===== config.mk =====
export PLATFORM = sky130hd
export DESIGN_NAME = mips_multicycle_sequencer
export DESIGN_NICKNAME = d
export VERILOG_FILES = /design/src/rtl/mips_multicycle_sequencer.sv
export SDC_FILE = /design/constraint.sdc
export NUM_CORES = 1
export LEC_CHECK = 0
export CAP_MARGIN = 20
export CORE_UTILIZATION = 37
export CTS_CLUSTER_SIZE = 8
export DETAILED_ROUTE_END_ITERATION = 8
export GPL_TIMING_DRIVEN = 0
export MAX_ROUTING_LAYER = met4
export PLACE_DENSITY_LB_ADDON = 0.08
export SLEW_MARGIN = 20
export SYNTH_ARGS = -nofsm -noshare
export SYNTH_HDL_FRONTEND = slang
export SYNTH_SLANG_ARGS = --single-unit

===== constraint.sdc =====
create_clock -name clk -period 3.7 [get_ports clk]
set_clock_uncertainty 0.1 [all_clocks]
set_input_delay 0.74 -clock clk [delete_from_list [all_inputs] [get_ports clk]]
set_output_delay 0.74 -clock clk [all_outputs]
set_load 0.05 [all_outputs]

===== src/rtl/mips_multicycle_sequencer.sv =====
// Control sequencer for a multicycle MIPS-I datapath: walks FETCH/EXEC1/EXEC2/MULDIV/HALT
// and decodes the instruction class to drive memory strobes and datapath write enables.
module mips_multicycle_sequencer #(
  parameter int ADDR_W      = 32,
  parameter int MULT_CYCLES = 1,
  parameter int DIV_CYCLES  = 32
) (
  input  logic              clk,
  input  logic              reset,
  input  logic [31:0]       instruction,
  input  logic [ADDR_W-1:0] pc,
  input  logic              waitrequest,
  output logic [2:0]        state,
  output logic              mem_read,
  output logic              mem_write,
  output logic              ir_load,
  output logic              pc_update,
  output logic              reg_write,
  output logic              hilo_write,
  output logic              active,
  output logic              illegal
);

  typedef enum logic [2:0] {
    FETCH  = 3'd0,
    EXEC1  = 3'd1,
    EXEC2  = 3'd2,
    MULDIV = 3'd3,
    HALT   = 3'd4
  } state_t;

  typedef enum logic [2:0] {
    CLS_LOAD,
    CLS_STORE,
    CLS_MULDIV,
    CLS_OTHER,
    CLS_ILLEGAL
  } op_class_t;

  // The counter is preloaded with N-2 so that EXEC1 plus N-1 MULDIV cycles totals N.
  localparam int MULT_LOAD_I = (MULT_CYCLES > 1) ? MULT_CYCLES - 2 : 0;
  localparam int DIV_LOAD_I  = (DIV_CYCLES > 1) ? DIV_CYCLES - 2 : 0;
  localparam logic [5:0] MULT_LOAD = MULT_LOAD_I[5:0];
  localparam logic [5:0] DIV_LOAD  = DIV_LOAD_I[5:0];
  localparam bit MULT_SINGLE = (MULT_CYCLES == 1);
  localparam bit DIV_SINGLE  = (DIV_CYCLES == 1);

  state_t    state_q, state_d;
  logic [5:0] count_q, count_d;
  logic      illegal_q, illegal_d;

  op_class_t op_class;
  logic      link_write;
  logic      is_div;

  logic [5:0] opcode;
  logic [4:0] rt;
  logic [5:0] funct;
  logic       unused_bits;

  assign opcode      = instruction[31:26];
  assign rt          = instruction[20:16];
  assign funct       = instruction[5:0];
  assign unused_bits = ^{instruction[25:21], instruction[15:6]};

  always_comb begin
    op_class   = CLS_ILLEGAL;
    link_write = 1'b0;
    is_div     = 1'b0;
    case (opcode)
      6'h00: begin
        case (funct)
          6'h00, 6'h02, 6'h03, 6'h04, 6'h06, 6'h07,
          6'h09, 6'h10, 6'h12,
          6'h20, 6'h21, 6'h22, 6'h23, 6'h24, 6'h25, 6'h26, 6'h27,
          6'h2A, 6'h2B: begin
            op_class   = CLS_OTHER;
            link_write = 1'b1;
          end
          6'h08, 6'h0C, 6'h0D, 6'h11, 6'h13: op_class = CLS_OTHER;
          6'h18, 6'h19: op_class = CLS_MULDIV;
          6'h1A, 6'h1B: begin
            op_class = CLS_MULDIV;
            is_div   = 1'b1;
          end
          default: op_class = CLS_ILLEGAL;
        endcase
      end
      // REGIMM: the AL forms link even when the branch is not taken.
      6'h01: begin
        case (rt)
          5'h00, 5'h01: op_class = CLS_OTHER;
          5'h10, 5'h11: begin
            op_class   = CLS_OTHER;
            link_write = 1'b1;
          end
          default: op_class = CLS_ILLEGAL;
        endcase
      end
      6'h02, 6'h04, 6'h05, 6'h06, 6'h07: op_class = CLS_OTHER;
      6'h03, 6'h08, 6'h09, 6'h0A, 6'h0B, 6'h0C, 6'h0D, 6'h0E, 6'h0F: begin
        op_class   = CLS_OTHER;
        link_write = 1'b1;
      end
      6'h20, 6'h21, 6'h22, 6'h23, 6'h24, 6'h25, 6'h26: op_class = CLS_LOAD;
      6'h28, 6'h29, 6'h2B: op_class = CLS_STORE;
      6'h2A, 6'h2E: op_class = CLS_OTHER;
      default: op_class = CLS_ILLEGAL;
    endcase
  end

  always_ff @(posedge clk or posedge reset) begin
    if (reset) begin
      state_q   <= FETCH;
      count_q   <= 6'd0;
      illegal_q <= 1'b0;
    end else begin
      state_q   <= state_d;
      count_q   <= count_d;
      illegal_q <= illegal_d;
    end
  end

  always_comb begin
    state_d   = state_q;
    count_d   = count_q;
    illegal_d = illegal_q;
    case (state_q)
      FETCH: begin
        if (pc == '0)
          state_d = HALT;
        else if (!waitrequest)
          state_d = EXEC1;
      end
      EXEC1: begin
        case (op_class)
          CLS_LOAD:  if (!waitrequest) state_d = EXEC2;
          CLS_STORE: if (!waitrequest) state_d = FETCH;
          CLS_MULDIV: begin
            if (is_div ? DIV_SINGLE : MULT_SINGLE) begin
              state_d = FETCH;
            end else begin
              count_d = is_div ? DIV_LOAD : MULT_LOAD;
              state_d = MULDIV;
            end
          end
          CLS_OTHER: state_d = FETCH;
          default: begin
            illegal_d = 1'b1;
            state_d   = HALT;
          end
        endcase
      end
      EXEC2: state_d = FETCH;
      MULDIV: begin
        if (count_q == 6'd0)
          state_d = FETCH;
        else
          count_d = count_q - 6'd1;
      end
      HALT:    state_d = HALT;
      default: state_d = FETCH;
    endcase
  end

  // Every strobe and enable is forced low while reset is held so an abort never writes.
  always_comb begin
    mem_read   = 1'b0;
    mem_write  = 1'b0;
    ir_load    = 1'b0;
    pc_update  = 1'b0;
    reg_write  = 1'b0;
    hilo_write = 1'b0;
    active     = (state_q != HALT) || reset;
    illegal    = 1'b0;
    if (!reset) begin
      illegal = illegal_q;
      case (state_q)
        FETCH: begin
          if (pc != '0) begin
            mem_read = 1'b1;
            ir_load  = !waitrequest;
          end
        end
        EXEC1: begin
          case (op_class)
            CLS_LOAD: mem_read = 1'b1;
            CLS_STORE: begin
              mem_write = 1'b1;
              pc_update = !waitrequest;
            end
            CLS_MULDIV: begin
              if (is_div ? DIV_SINGLE : MULT_SINGLE) begin
                hilo_write = 1'b1;
                pc_update  = 1'b1;
              end
            end
            CLS_OTHER: begin
              reg_write = link_write;
              pc_update = 1'b1;
            end
            default: illegal = 1'b1;
          endcase
        end
        EXEC2: begin
          reg_write = 1'b1;
          pc_update = 1'b1;
        end
        MULDIV: begin
          if (count_q == 6'd0) begin
            hilo_write = 1'b1;
            pc_update  = 1'b1;
          end
        end
        default: ;
      endcase
    end
  end

  assign state = state_q;

endmodule


==> flow_summary_export.csv, run 1 <==
group,metric,value,unit
outcome,status,"complete, no violations",
layout,nFillCells,233,
die,die_area,3044,sq um
global_routing,antenna_found_initial,0,
place,port_buffers,60,
setup_path,cp_data_required_time,2.86,ns
clocking,cts_tree,"yes",
worst_hold_path,hold_end,"illegal_q",
layout,multi_input_area,784.5,sq um
setup_path,reg2reg_from,"count_q[0]",
flow_run,drv_cap,0,
clocking,cts_sinks,10,
setup_path,cp_slowest_cell,"clkdlybuf4s50_1",
yosys,netlist_area,1046,sq um
global_routing,grtUsageTotal,0.2464,
sta,max_clock_freq,275.4,MHz
yosys,ys_seq_elements,10,
layout,fin_area,1744,sq um
setup_path,path_max_fanout,4,
clocking,cts_root_buf,"clkbuf_4",
power_and_ir_drop,peakVddDrop,0.2816,mV
place,finalWeightedCongestion,0.8204,
yosys,ys_async_sr_fraction,1.000,
sta,fin_crit,3.631,ns
power_and_ir_drop,p_per_area,190.8,nW/um^2
yosys,ys_warn_count,0,
place,dpl_worst_slack,-0.5539,ns
yosys,synth.avg_cell_area,8.046,sq um
drt,drt_iter0_drc,18,
drt,drcViolationCount,0,
drt,ant_nets,0,
sta,finalHoldViolCount,0,
yosys,postSynthCellCount,130,
clocking,htree_num_levels,1,
clocking,ctsHoldBuffers,0,
sta,layout_setup_ws,0.06911,ns
layout,drive_above_1_share,0.1295,
die,die_width,55.17,um
sta,drv_slew,0,
sta,relSlewSlack,0.6582,
setup_path,worst_r2r_endpoint,"count_q[5]",
sta,rsz0062_at_grt,"no",
setup_path,rrSetupSlack,1.74,ns
yosys,synth_edf_count,0,
die,row_count,18,
yosys,synth_ff_type,"dfrtp_1",
setup_path,max_stage_delay,0.46,ns
layout,seqCellArea,250.2,sq um
yosys,syn-num-nets,198,
die,die_h,55.17,um
layout,utilization,0.6793,
layout,antennaDiodeCount,0,
clocking,cts_buffers,3,
drt,wl_per_cell,15.18,um
worst_hold_path,min-delay-start,"illegal_q",
clocking,cts_setup_buffers,0,
power_and_ir_drop,leakagePower,0.0006738,uW
drt,wl,3386,um
clocking,clock_path_buffers,2,
global_routing,grt_max_degree,14,
die,core-area,2567,sq um
yosys,synth.distinct_cells,50,
setup_path,endpoint_kind,"output pin",
global_routing,grt.overflow.total,0,
setup_path,criticalPathCategory,"input port to output pin",
worst_hold_path,hold_depth,1,
layout,area_delta_synth_final,66.75,%
die,num_io_pins,78,
layout,finalNetCount,263,
sta,setup_viol,0,
die,initial_core_util,0.4074,
drt,first_pass_iters,4,
yosys,ys_seq_area_frac,0.2392,
global_routing,first_global_vias,1222,
global_routing,grt_pass1_wl,5202,um
setup_path,crit_arrival,2.79,ns
sta,worstMarginPinSlew,0.5119,ns
setup_path,ff2ff_path_depth,7,
clocking,clock_latency,0.26,ns
worst_hold_path,min_path_type,"register to register",
sta,min_period_over_period,0.9813,
setup_path,start_kind,"input port",
place,placement.cell_area,1684,sq um
drt,avgViaCountPerCell,5.673,
place,place.detailed.hpwl,2810,um
setup_path,path_cells,"clkdlybuf4s50_1, nand2b_1, o31a_1, a221oi_2, o22a_2, a2111oi_4, or3_1, buf_4",
clocking,clk_pin_slew,0.06,ns
drt,via_count,1265,
worst max-delay path by stage:
stage               startpoint         to  slack [ns]  cells past startpoint
3_5_place_dp    instruction[1]  pc_update       -0.55                      8
2_1_floorplan   instruction[5]  mem_write        0.10                      5
3_3_place_gp   instruction[26]  pc_update       -0.54                      7
5_1_grt         instruction[1]  pc_update       0.005                      8
6_report        instruction[1]  pc_update        0.07                      8
4_1_cts         instruction[1]    illegal       0.004                      8
final cells by class:
class	instances	share of cell area
sequential	10	0.1435
buffer	4	0.01435
multi-input combinational	108	0.4498
tap	30	0.02152
inverter	8	0.01722
clock buffer	3	0.01291
timing repair buffer	60	0.3407
cells in the mapped netlist (all sizes together), types with 3 or more instances:
library cell	instances	area, sq um
nor2	7	26.28
nor3	6	35.03
nand3	5	25.02
nor4b	3	41.29
and2	3	18.77
a21oi	8	43.79
nor2b	3	18.77
xnor2	3	26.28
nand3b	3	22.52
inv	8	30.03
buf	3	21.27
nand4	5	31.28
dfrtp	10	250.2
nor4	11	75.07
o21ai	7	35.03
nand2b	4	27.53
o21a	3	22.52
nand2	8	30.03
layer usage:
layer / share of wire / GRT usage / vias to the layer above
li1: - / - / 630
met1: 0.43 / 0.2643 / 586
met2: 0.49 / 0.4659 / 47
met3: 0.074 / 0.06557 / 2
met4: 0.0041 / 0.02083 / 0
met5: 0 / - / -
cell families after synthesis:
| kind of cell | share of synthesized area |
|---|---|
| AOI/OAI and AO/OA | 0.2763 |
| xor gates and xnor gates | 0.03350 |
| adders and majority gates | 0.01196 |
| buffers and inverters | 0.05263 |
| DFF | 0.2392 |
| and+or+nand+nor | 0.3864 |
placed cells by master, fill, tap and decap left out, types with 4 or more instances in the layout:
| cell | instances |
|---|---|
| a21oi_1 | 7 |
| buf_2 | 4 |
| clkdlybuf4s50_1 | 50 |
| dfrtp_1 | 10 |
| inv_1 | 8 |
| nand2_1 | 8 |
| nand3_1 | 5 |
| nand4_1 | 5 |
| nor2_1 | 7 |
| nor3_1 | 5 |
| nor4_1 | 10 |
| o21ai_0 | 7 |
flip-flops by register name, indices dropped and copies added (netlist names):
| signal | count |
|---|---|
| state | 3 |
| illegal_q | 1 |
| count_q | 6 |
critical path, delay by kind of cell:
kind	cells	cell delay, ns
simple gates	2	0.53
buf+inv	2	0.66
compound gates	4	0.86
through the flow:
stage          power (uW)  TNS (ns)  instances  hold WS [ns]
2_1_floorplan       180.4         0        130        0.3168
3_3_place_gp        253.9    -2.576        220        0.3302
3_5_place_dp        259.6    -2.680        220        0.3580
4_1_cts             332.3         0        223        0.3716
5_1_grt             353.5         0        223        0.3890
6_report            332.8         0        223        0.3639
where the power goes:
group	leakage (uW)	internal [uW]	switching, uW
clock	0.0000138	37.4	34.1
sequential	0.000114	114	3.62
combinational	0.000546	78.0	65.7
total	0.000674	229	104
what timing repair did:
action | in CTS | in global routing
gates resized for setup | 26 | 17
endpoints found under the setup margin | 6 | 5
pin swaps | 0 | 1
(Power assumes the default switching activity.)
==> inputs of run 2 (changes only) <==
--- a/config.mk
+++ b/config.mk
@@ -11,7 +11,7 @@
 export DETAILED_ROUTE_END_ITERATION = 8
 export GPL_TIMING_DRIVEN = 0
 export MAX_ROUTING_LAYER = met4
-export PLACE_DENSITY_LB_ADDON = 0.08
+export PLACE_DENSITY = 0.87
 export SLEW_MARGIN = 20
 export SYNTH_ARGS = -nofsm -noshare
 export SYNTH_HDL_FRONTEND = slang
==> run 2 against run 1 <==
Cell count grew 0.45%; setup slack better by 0.037 ns; count of clock-buffer cells in the layout up 1; largest power group unchanged; utilization barely moved; combinational power about the same; worst hold slack improved by 0.014 ns.
==> flow_summary_export.csv, run 2 (same netlist as run 1, synthesis figures left out) <==
group,metric,value,unit
outcome,status,"complete, no violations",
layout,nFillCells,220,
setup_path,rrSetupSlack,1.73,ns
setup_path,cp.depth,8,
setup_path,max_stage_delay,0.47,ns
layout,regMostFlops,"count_q",
clocking,cts_setup_buffers,0,
die,die_area,3044,sq um
sta,worstMarginPinSlew,0.5472,ns
layout,antennaDiodeCount,0,
die,initial_core_util,0.4074,
die,num_io_pins,78,
global_routing,first_global_vias,1251,
clocking,clk_pin_slew,0.07,ns
sta,drv_slew,0,
setup_path,cp_top_family,"simple AND/OR/NAND/NOR gates",
worst_hold_path,min_path_type,"register to register",
sta,rsz0062_at_grt,"no",
setup_path,path_max_fanout,4,
power_and_ir_drop,leakagePower,0.0006930,uW
layout,area_delta_synth_final,66.87,%
layout,drive_above_1_share,0.1289,
setup_path,ff2ff_path_depth,7,
layout,fin_area,1745,sq um
power_and_ir_drop,p_per_area,208.9,nW/um^2
setup_path,endpoint_kind,"output pin",
clocking,clock_path_buffers,2,
place,placement.cell_area,1684,sq um
sta,min_period_over_period,0.9714,
global_routing,grt_max_degree,14,
sta,setup_viol,0,
place,dp.cells,220,
clocking,cts_sinks,10,
flow_run,drv_cap,0,
drt,ant_nets,0,
drt,wl_per_cell,15.14,um
sta,layout_setup_ws,0.1059,ns
sta,setup_tns,0,ns
layout,finalNetCount,263,
die,die_h,55.17,um
clocking,cts_root_buf,"clkbuf_4",
setup_path,criticalPathCategory,"input port to output pin",
setup_path,cpMostUsedCell,"nand2b_4",
setup_path,cp_data_required_time,2.86,ns
global_routing,grt_pass1_wl,5361,um
drt,avgViaCountPerCell,5.759,
clocking,htree_num_levels,1,
global_routing,antenna_found_initial,0,
layout,fin_cells,224,
setup_path,path_buf_inv,2,
sta,finalHoldViolCount,0,
drt,drt_iter0_drc,32,
place,port_buffers,60,
drt,wl,3392,um
worst_hold_path,hold_depth,1,
layout,final_cell_mix,"clkdlybuf4s50_1 (49), nor4_1 (10), dfrtp_1 (10), inv_1 (8), nand2_1 (8)",
power_and_ir_drop,peakVddDrop,0.1942,mV
clocking,clock_latency,0.27,ns
drt,first_pass_iters,4,
die,core-area,2567,sq um
setup_path,cp_slowest_cell,"clkdlybuf4s50_1",
setup_path,crit_arrival,2.75,ns
layout,final_common_cell,"clkdlybuf4s50_1",
drt,drcViolationCount,0,
sta,max_clock_freq,278.2,MHz
sta,fin_crit,3.594,ns
clocking,cts_tree,"yes",
place,finalWeightedCongestion,0.8865,
layout,largest_reg_flops,6,
setup_path,path_cells,"clkdlybuf4s50_1, nand2b_4, or4_1, a31oi_1, nand2b_4, a2111oi_4, or3_1, buf_4",
place,dpl_worst_slack,-0.5240,ns
place,place.detailed.hpwl,2785,um
sta,relSlewSlack,0.6341,
global_routing,grt.overflow.total,0,
drt,via_count,1290,
global_routing,grtUsageTotal,0.2522,
die,die_width,55.17,um
clocking,cts_buffers,3,
die,row_count,18,
setup_path,start_kind,"input port",
## run 2: cell types whose count changed in the layout (fill, tap and decap cells not counted), sizes merged
cell,previous run,this run
clkdlybuf4s50,50,49
buf,7,6
dlymetal6s2s,3,4
clkbuf,4,7
clkdlybuf4s15,2,1
## run 2: layer usage
| layer | vias up | wire, um | track usage |
|---|---|---|---|
| li1 | 632 | - | - |
| met1 | 612 | 1363 | 0.2674 |
| met2 | 40 | 1845 | 0.4498 |
| met3 | 6 | 134 | 0.03552 |
| met4 | 0 | 48 | 0.1333 |
| met5 | - | 0 | - |
## run 2: area by class of cell
type                    count  area, sq um  share of cell area
repair buffers             60        593.1              0.3398
well taps                  30        37.54             0.02151
plain buffers               4        25.02             0.01434
multi-input cells         108        773.2              0.4430
flip-flops and latches     10        250.2              0.1434
inverters                   8        30.03             0.01720
clock buffers               4        36.28             0.02079
## run 2: timing repair
item | in CTS | in global routing
gates resized for setup | 21 | 22
pin swaps | 0 | 1
hold buffers | 0 | 0
endpoints found under the setup margin | 6 | 7
## run 2: worst reg2reg max path, stage by stage (launching register included)
cell	delay, ns
dfrtp_1	0.39
inv_1	0.09
ha_1	0.23
nand3b_1	0.26
nand3_1	0.19
nor4b_1	0.38
xnor2_1	0.17
a21oi_1	0.05
## run 2: final timing paths
path	from	endpoint
worst min-delay path	illegal_q	illegal_q
worst max-delay path	instruction[1]	pc_update
worst min register to register	illegal_q	illegal_q
max in group asynchronous	reset	state[2]
worst max register to register	count_q[0]	count_q[5]
min in group asynchronous	reset	count_q[0]
## run 2: through the flow
step                      hold WS [ns]  power (uW)    util
after floorplan                 0.3168       180.4       -
after global placement          0.3353       253.8  0.6559
after detailed placement        0.3514       260.2  0.6559
after CTS                       0.3676       360.1  0.6686
after global routing            0.3985       380.7  0.6798
final                           0.3783       364.7  0.6798
## run 2: where the power goes
part           internal [uW]  switching [uW]
registers                114            3.61
clock network           59.8            43.0
logic                   77.7            66.7
